==> config.mk <==
export PLATFORM = sky130hd
export DESIGN_NAME = wb_data_bridge
export DESIGN_NICKNAME = d
export VERILOG_FILES = /design/src/rtl/wb_data_bridge.sv
export SDC_FILE = /design/constraint.sdc
export NUM_CORES = 1
export LEC_CHECK = 0
export ABC_AREA = 1
export BUFFER_PORTS_ARGS = -buffer_cell sky130_fd_sc_hd__buf_2
export CORE_MARGIN = 3
export CORE_UTILIZATION = 53
export CTS_CLUSTER_DIAMETER = 120
export DETAILED_ROUTE_END_ITERATION = 8
export HOLD_SLACK_MARGIN = 0.06
export PLACE_DENSITY_LB_ADDON = 0.08
export SYNTH_ARGS = -nofsm -noshare
export SYNTH_HDL_FRONTEND = slang
export SYNTH_SLANG_ARGS = --single-unit
==> constraint.sdc <==
create_clock -name clk -period 2.3 [get_ports clk]
set_clock_uncertainty 0.2 [all_clocks]
set_input_delay 0.46 -clock clk [delete_from_list [all_inputs] [get_ports clk]]
set_output_delay 0.46 -clock clk [all_outputs]
set_load 0.1 [all_outputs]
==> src/rtl/wb_data_bridge.sv <==
// Bridges the openmips single-cycle data port to a Wishbone B3 classic master.
// Each core access becomes one bus cycle; the pipeline is stalled until ack, flush or timeout.
module wb_data_bridge #(
    parameter int TIMEOUT_CYCLES = 255
) (
    input  logic        clk,
    input  logic        rst,
    input  logic        stall_i,
    input  logic        flush_i,
    input  logic        cpu_ce_i,
    input  logic        cpu_we_i,
    input  logic [31:0] cpu_addr_i,
    input  logic [3:0]  cpu_sel_i,
    input  logic [31:0] cpu_data_i,
    output logic [31:0] cpu_data_o,
    output logic        stallreq_o,
    output logic        bus_err_o,
    output logic [31:0] wb_adr_o,
    output logic [31:0] wb_dat_o,
    input  logic [31:0] wb_dat_i,
    output logic [3:0]  wb_sel_o,
    output logic        wb_we_o,
    output logic        wb_stb_o,
    output logic        wb_cyc_o,
    input  logic        wb_ack_i
);

    typedef enum logic [1:0] {
        ST_IDLE = 2'd0,
        ST_BUSY = 2'd1,
        ST_WAIT = 2'd2
    } state_t;

    localparam bit          TO_EN   = (TIMEOUT_CYCLES > 0);
    localparam logic [31:0] TO_LAST = 32'(TIMEOUT_CYCLES - 1);

    state_t      state_q, state_d;
    logic [31:0] adr_q, adr_d;
    logic [31:0] dat_q, dat_d;
    logic [3:0]  sel_q, sel_d;
    logic        we_q, we_d;
    logic        cyc_q, cyc_d;
    logic [31:0] rd_buf_q, rd_buf_d;
    logic [31:0] cnt_q, cnt_d;
    logic        bus_err_q, bus_err_d;
    logic        timeout_hit_s;
    logic        stallreq_s;
    logic [31:0] cpu_data_s;

    assign timeout_hit_s = TO_EN && (state_q == ST_BUSY) && (cnt_q == TO_LAST);

    // Next-state logic: launch, terminate (flush > ack > timeout) or hold the bus cycle
    always_comb begin
        state_d   = state_q;
        adr_d     = adr_q;
        dat_d     = dat_q;
        sel_d     = sel_q;
        we_d      = we_q;
        cyc_d     = cyc_q;
        rd_buf_d  = rd_buf_q;
        cnt_d     = cnt_q;
        bus_err_d = 1'b0;
        case (state_q)
            ST_IDLE: begin
                if (cpu_ce_i && !flush_i) begin
                    adr_d   = cpu_addr_i;
                    dat_d   = cpu_data_i;
                    sel_d   = cpu_sel_i;
                    we_d    = cpu_we_i;
                    cyc_d   = 1'b1;
                    cnt_d   = 32'd0;
                    state_d = ST_BUSY;
                end else begin
                    state_d = ST_IDLE;
                end
            end
            ST_BUSY: begin
                if (flush_i || wb_ack_i || timeout_hit_s) begin
                    adr_d = 32'd0;
                    dat_d = 32'd0;
                    sel_d = 4'd0;
                    we_d  = 1'b0;
                    cyc_d = 1'b0;
                    if (flush_i) begin
                        rd_buf_d = 32'd0;
                        state_d  = ST_IDLE;
                    end else begin
                        // A timeout completes like an ack that returned zero data
                        rd_buf_d  = (wb_ack_i && !we_q) ? wb_dat_i : 32'd0;
                        bus_err_d = ~wb_ack_i;
                        state_d   = stall_i ? ST_WAIT : ST_IDLE;
                    end
                end else begin
                    cnt_d = cnt_q + 32'd1;
                end
            end
            ST_WAIT: begin
                if (flush_i) begin
                    rd_buf_d = 32'd0;
                    state_d  = ST_IDLE;
                end else if (!stall_i) begin
                    state_d = ST_IDLE;
                end else begin
                    state_d = ST_WAIT;
                end
            end
            default: begin
                state_d  = ST_IDLE;
                adr_d    = 32'd0;
                dat_d    = 32'd0;
                sel_d    = 4'd0;
                we_d     = 1'b0;
                cyc_d    = 1'b0;
                rd_buf_d = 32'd0;
                cnt_d    = 32'd0;
            end
        endcase
    end

    // State and bus registers; async reset drops the bus cycle immediately
    always_ff @(posedge clk or negedge rst) begin
        if (!rst) begin
            state_q   <= ST_IDLE;
            adr_q     <= 32'd0;
            dat_q     <= 32'd0;
            sel_q     <= 4'd0;
            we_q      <= 1'b0;
            cyc_q     <= 1'b0;
            rd_buf_q  <= 32'd0;
            cnt_q     <= 32'd0;
            bus_err_q <= 1'b0;
        end else begin
            state_q   <= state_d;
            adr_q     <= adr_d;
            dat_q     <= dat_d;
            sel_q     <= sel_d;
            we_q      <= we_d;
            cyc_q     <= cyc_d;
            rd_buf_q  <= rd_buf_d;
            cnt_q     <= cnt_d;
            bus_err_q <= bus_err_d;
        end
    end

    // Core-facing stall request and read data, valid in the ack cycle itself
    always_comb begin
        stallreq_s = 1'b0;
        cpu_data_s = 32'd0;
        case (state_q)
            ST_IDLE: begin
                stallreq_s = cpu_ce_i & ~flush_i;
            end
            ST_BUSY: begin
                stallreq_s = ~wb_ack_i & ~flush_i & ~timeout_hit_s;
                if (wb_ack_i && !we_q) begin
                    cpu_data_s = wb_dat_i;
                end else begin
                    cpu_data_s = 32'd0;
                end
            end
            ST_WAIT: begin
                cpu_data_s = rd_buf_q;
            end
            default: begin
                stallreq_s = 1'b0;
                cpu_data_s = 32'd0;
            end
        endcase
    end

    // Gated by reset so the core sees no stall while the bridge is held in reset
    assign stallreq_o = stallreq_s & rst;
    assign cpu_data_o = rst ? cpu_data_s : 32'd0;
    assign bus_err_o  = bus_err_q;
    assign wb_adr_o   = adr_q;
    assign wb_dat_o   = dat_q;
    assign wb_sel_o   = sel_q;
    assign wb_we_o    = we_q;
    assign wb_cyc_o   = cyc_q;
    assign wb_stb_o   = cyc_q;

endmodule

==> flow_summary.json <==
{
  "port_buffers": 211,
  "ys_ff_latch": 137,
  "timing.hold.ws_ns": 0.08165,
  "diodes": 0,
  "arrival_ns": 1.99,
  "gp_congestion": 0.9123,
  "synth_nets": 1119,
  "dp_hpwl_mm": 14.46,
  "first_pass_iters": 7,
  "clock_latency_ns": 0.43,
  "fmaxAchievable_mhz": 377.4,
  "rsz0062_at_grt": "true",
  "path_max_fanout": 5,
  "fin_crit_sh_pct": 115.2,
  "tns_ns": -10.54,
  "first_iter_violations": 515,
  "synth_area_per_cell_um2": 7.352,
  "io_pins": 212,
  "clk_pin_slew_ns": 0.06,
  "vias": 7667,
  "final_cell_mix": "421 x nand2_1, 177 x buf_2, 135 x dfrtp_1",
  "p_leak_uw": 0.005108,
  "synth.distinct_cells": 28,
  "period_needed_ns": 2.649,
  "ys_top_cells_by_area": "dfrtp_1 46%, nand2_1 23%, o21ai_2 5.9%, nor2_1 4.5%, nand3_1 4.5%",
  "final_common_cell": "nand2_1",
  "grt_antenna_before_repair": 0,
  "min_path_type": "in -> reg",
  "fillers": 925,
  "areaGrowthSynthToFinish_pct": 47.30,
  "grt_usage_pct": 30.38,
  "viasPerCell": 5.350,
  "cts_buffer_depth": 2,
  "first_global_vias": 7352,
  "ys_seq_area_share_pct": 46.35,
  "clock-sinks": 137,
  "drv_cap": 0,
  "ant_nets": 0,
  "cts_buffers": 17,
  "syn_inst": 1006,
  "grt_max_degree": 138,
  "power_uw": 10110,
  "core-area_um2": 13450,
  "clockRootBuffer": "clkbuf_16",
  "max-slew-margin-rel_pct": 52.01,
  "required_ns": 1.64,
  "dp.cells": 1376,
  "avgRoutedWirePerCell_um": 16.35,
  "syn_area_um2": 7396,
  "synth_top_area_share_pct": 46.35,
  "powerDensity_nw_per_um2": 928.4,
  "end_kind": "output port",
  "run_status": "complete, but fails checks",
  "dieArea_um2": 15410,
  "final_hold_viol_count": 0,
  "swShare_pct": 47.19,
  "rows": 42,
  "drc": 0,
  "finalSetupViolCount": 33,
  "start_util_pct": 54.98,
  "grt-ovfl-total": 0,
  "combPwrFrac_pct": 42.8,
  "p_switching_uw": 4774,
  "cts_max_level": 4,
  "worst_pin_slew_ns": 0.7199,
  "die_y_um": 124.1,
  "crit_type": "reg -> out",
  "die_w_um": 124.1,
  "p_int_uw": 5341,
  "cts_tree": "yes",
  "yosysWarnings": 0,
  "p_clk_share_pct": 28.0,
  "power_frac_seq_pct": 29.3,
  "drv_slew": 0,
  "drive_gt1_share_pct": 34.69,
  "grt_pass1_wl_mm": 36.33,
  "num-nets-final": 1359,
  "setup_ws_ns": -0.3495,
  "start_kind": "register",
  "final_cell_count_no_fill": 1433,
  "yosys.area.top_type": "dfrtp_1",
  "wirelength_mm": 23.43,
  "vdd_drop_max_mv": 1.077,
  "violations": "negative setup slack"
}
## what timing repair did
item	CTS	global route
endpoints found under the setup margin	33	113
cloned	7	2
endpoints found under the hold margin	108	0
buffers inserted	14	3
pin swaps	37	13
hold buffers	3	0
gates resized for setup	42	28
## cell usage after synthesis
library cell  number
nand2_1          447
dfrtp_1          137
nor2_1            89
nand3_1           66
o21ai_2           50
o21ai_0           47
inv_1             42
a21oi_1           34
clkbuf_1          33
buf_6             12
o21ai_1           10
ha_1               6
buf_4              5
xor2_1             5
nor3_1             4
buf_2              2
inv_2              2
nand2_2            2
nand2_4            2
nand4_1            2
xnor2_1            2
a21oi_2            1
buf_1              1
clkbuf_2           1
nand3_4            1
nand3b_1           1
nor2_2             1
nor3b_1            1
## through the flow
stage	worst slack (ns)	area (um2)	util, %
detailed placement	0.03139	9661	71.81
CTS	-0.3042	10750	79.92
finish	-0.3495	10890	80.98
global placement	0.1071	9661	71.81
floorplan	-0.1505	7840	-
global route	-0.4003	10890	80.98
## registers in the layout, indices dropped and copies added (netlist names)
name	cells
state_q	2
wb_cyc_o	1
wb_adr_o	32
wb_we_o	1
cnt_q	32
wb_sel_o	4
wb_dat_o	32
rd_buf_q	32
bus_err_o	1
## metal layers
metal	global-route usage (%)	wire length, um
met5	0	0
met4	11.23	736
met3	9.219	1851
met2	48.92	11410
met1	38.82	9428
## logic make-up (layout without fill, tap and decap cells)
| kind of cell | Yosys count | count (layout) | synth area share, % |
|---|---|---|---|
| simple gates | 616 | 616 | 33.11 |
| buf+inv | 98 | 349 | 6.496 |
| compound gates | 142 | 142 | 12.20 |
| flops | 137 | 137 | 46.35 |
| xor+xnor | 7 | 7 | 0.8290 |
| fa+ha+maj | 6 | 6 | 1.015 |
## path summary, 6_finish.rpt
path / start / to / slack (ns) / cells after the start
max in group asynchronous: rst / wb_dat_o[21] / 0.73 / 3
min in group asynchronous: rst / wb_adr_o[1] / 0.64 / 3
setup / recovery: state_q[1] / cpu_data_o[16] / -0.35 / 9
hold reg to reg: wb_dat_o[19] / wb_dat_o[19] / 0.28 / 2
setup reg to reg: state_q[1] / cnt_q[26] / 0.06 / 15
hold / removal: cpu_addr_i[30] / wb_adr_o[30] / 0.08 / 3
## area by class of cell
cell class | count | area [um2] | area share (%)
Sequential cell | 137 | 3433 | 31.51
Inverter | 44 | 170.2 | 1.562
Timing Repair Buffer | 275 | 2401 | 22.04
Tap cell | 176 | 220.2 | 2.021
Clock inverter | 10 | 143.9 | 1.321
Clock buffer | 20 | 466.7 | 4.284
Multi-Input combinational cell | 771 | 4059 | 37.26
## power groups by stage
stage / sequential, uW / combinational (uW) / clock, uW
5_1_grt: 3000 / 4500 / 2980
3_5_place_dp: 2980 / 4120 / 0
6_report: 2960 / 4320 / 2830
4_1_cts: 2960 / 4260 / 2860
3_3_place_gp: 2980 / 4090 / 0
2_1_floorplan: 5330 / 1010 / 0
## worst max-delay path, cell delays in order, from the launching register on
cell,delay [ns]
dfrtp_1,0.39
inv_2,0.10
ha_4,0.15
nand3b_1,0.11
inv_4,0.10
buf_12,0.14
clkbuf_16,0.16
nand2_4,0.05
a21oi_4,0.16
buf_12,0.19
Note: power is estimated with default switching activity, not from simulation.
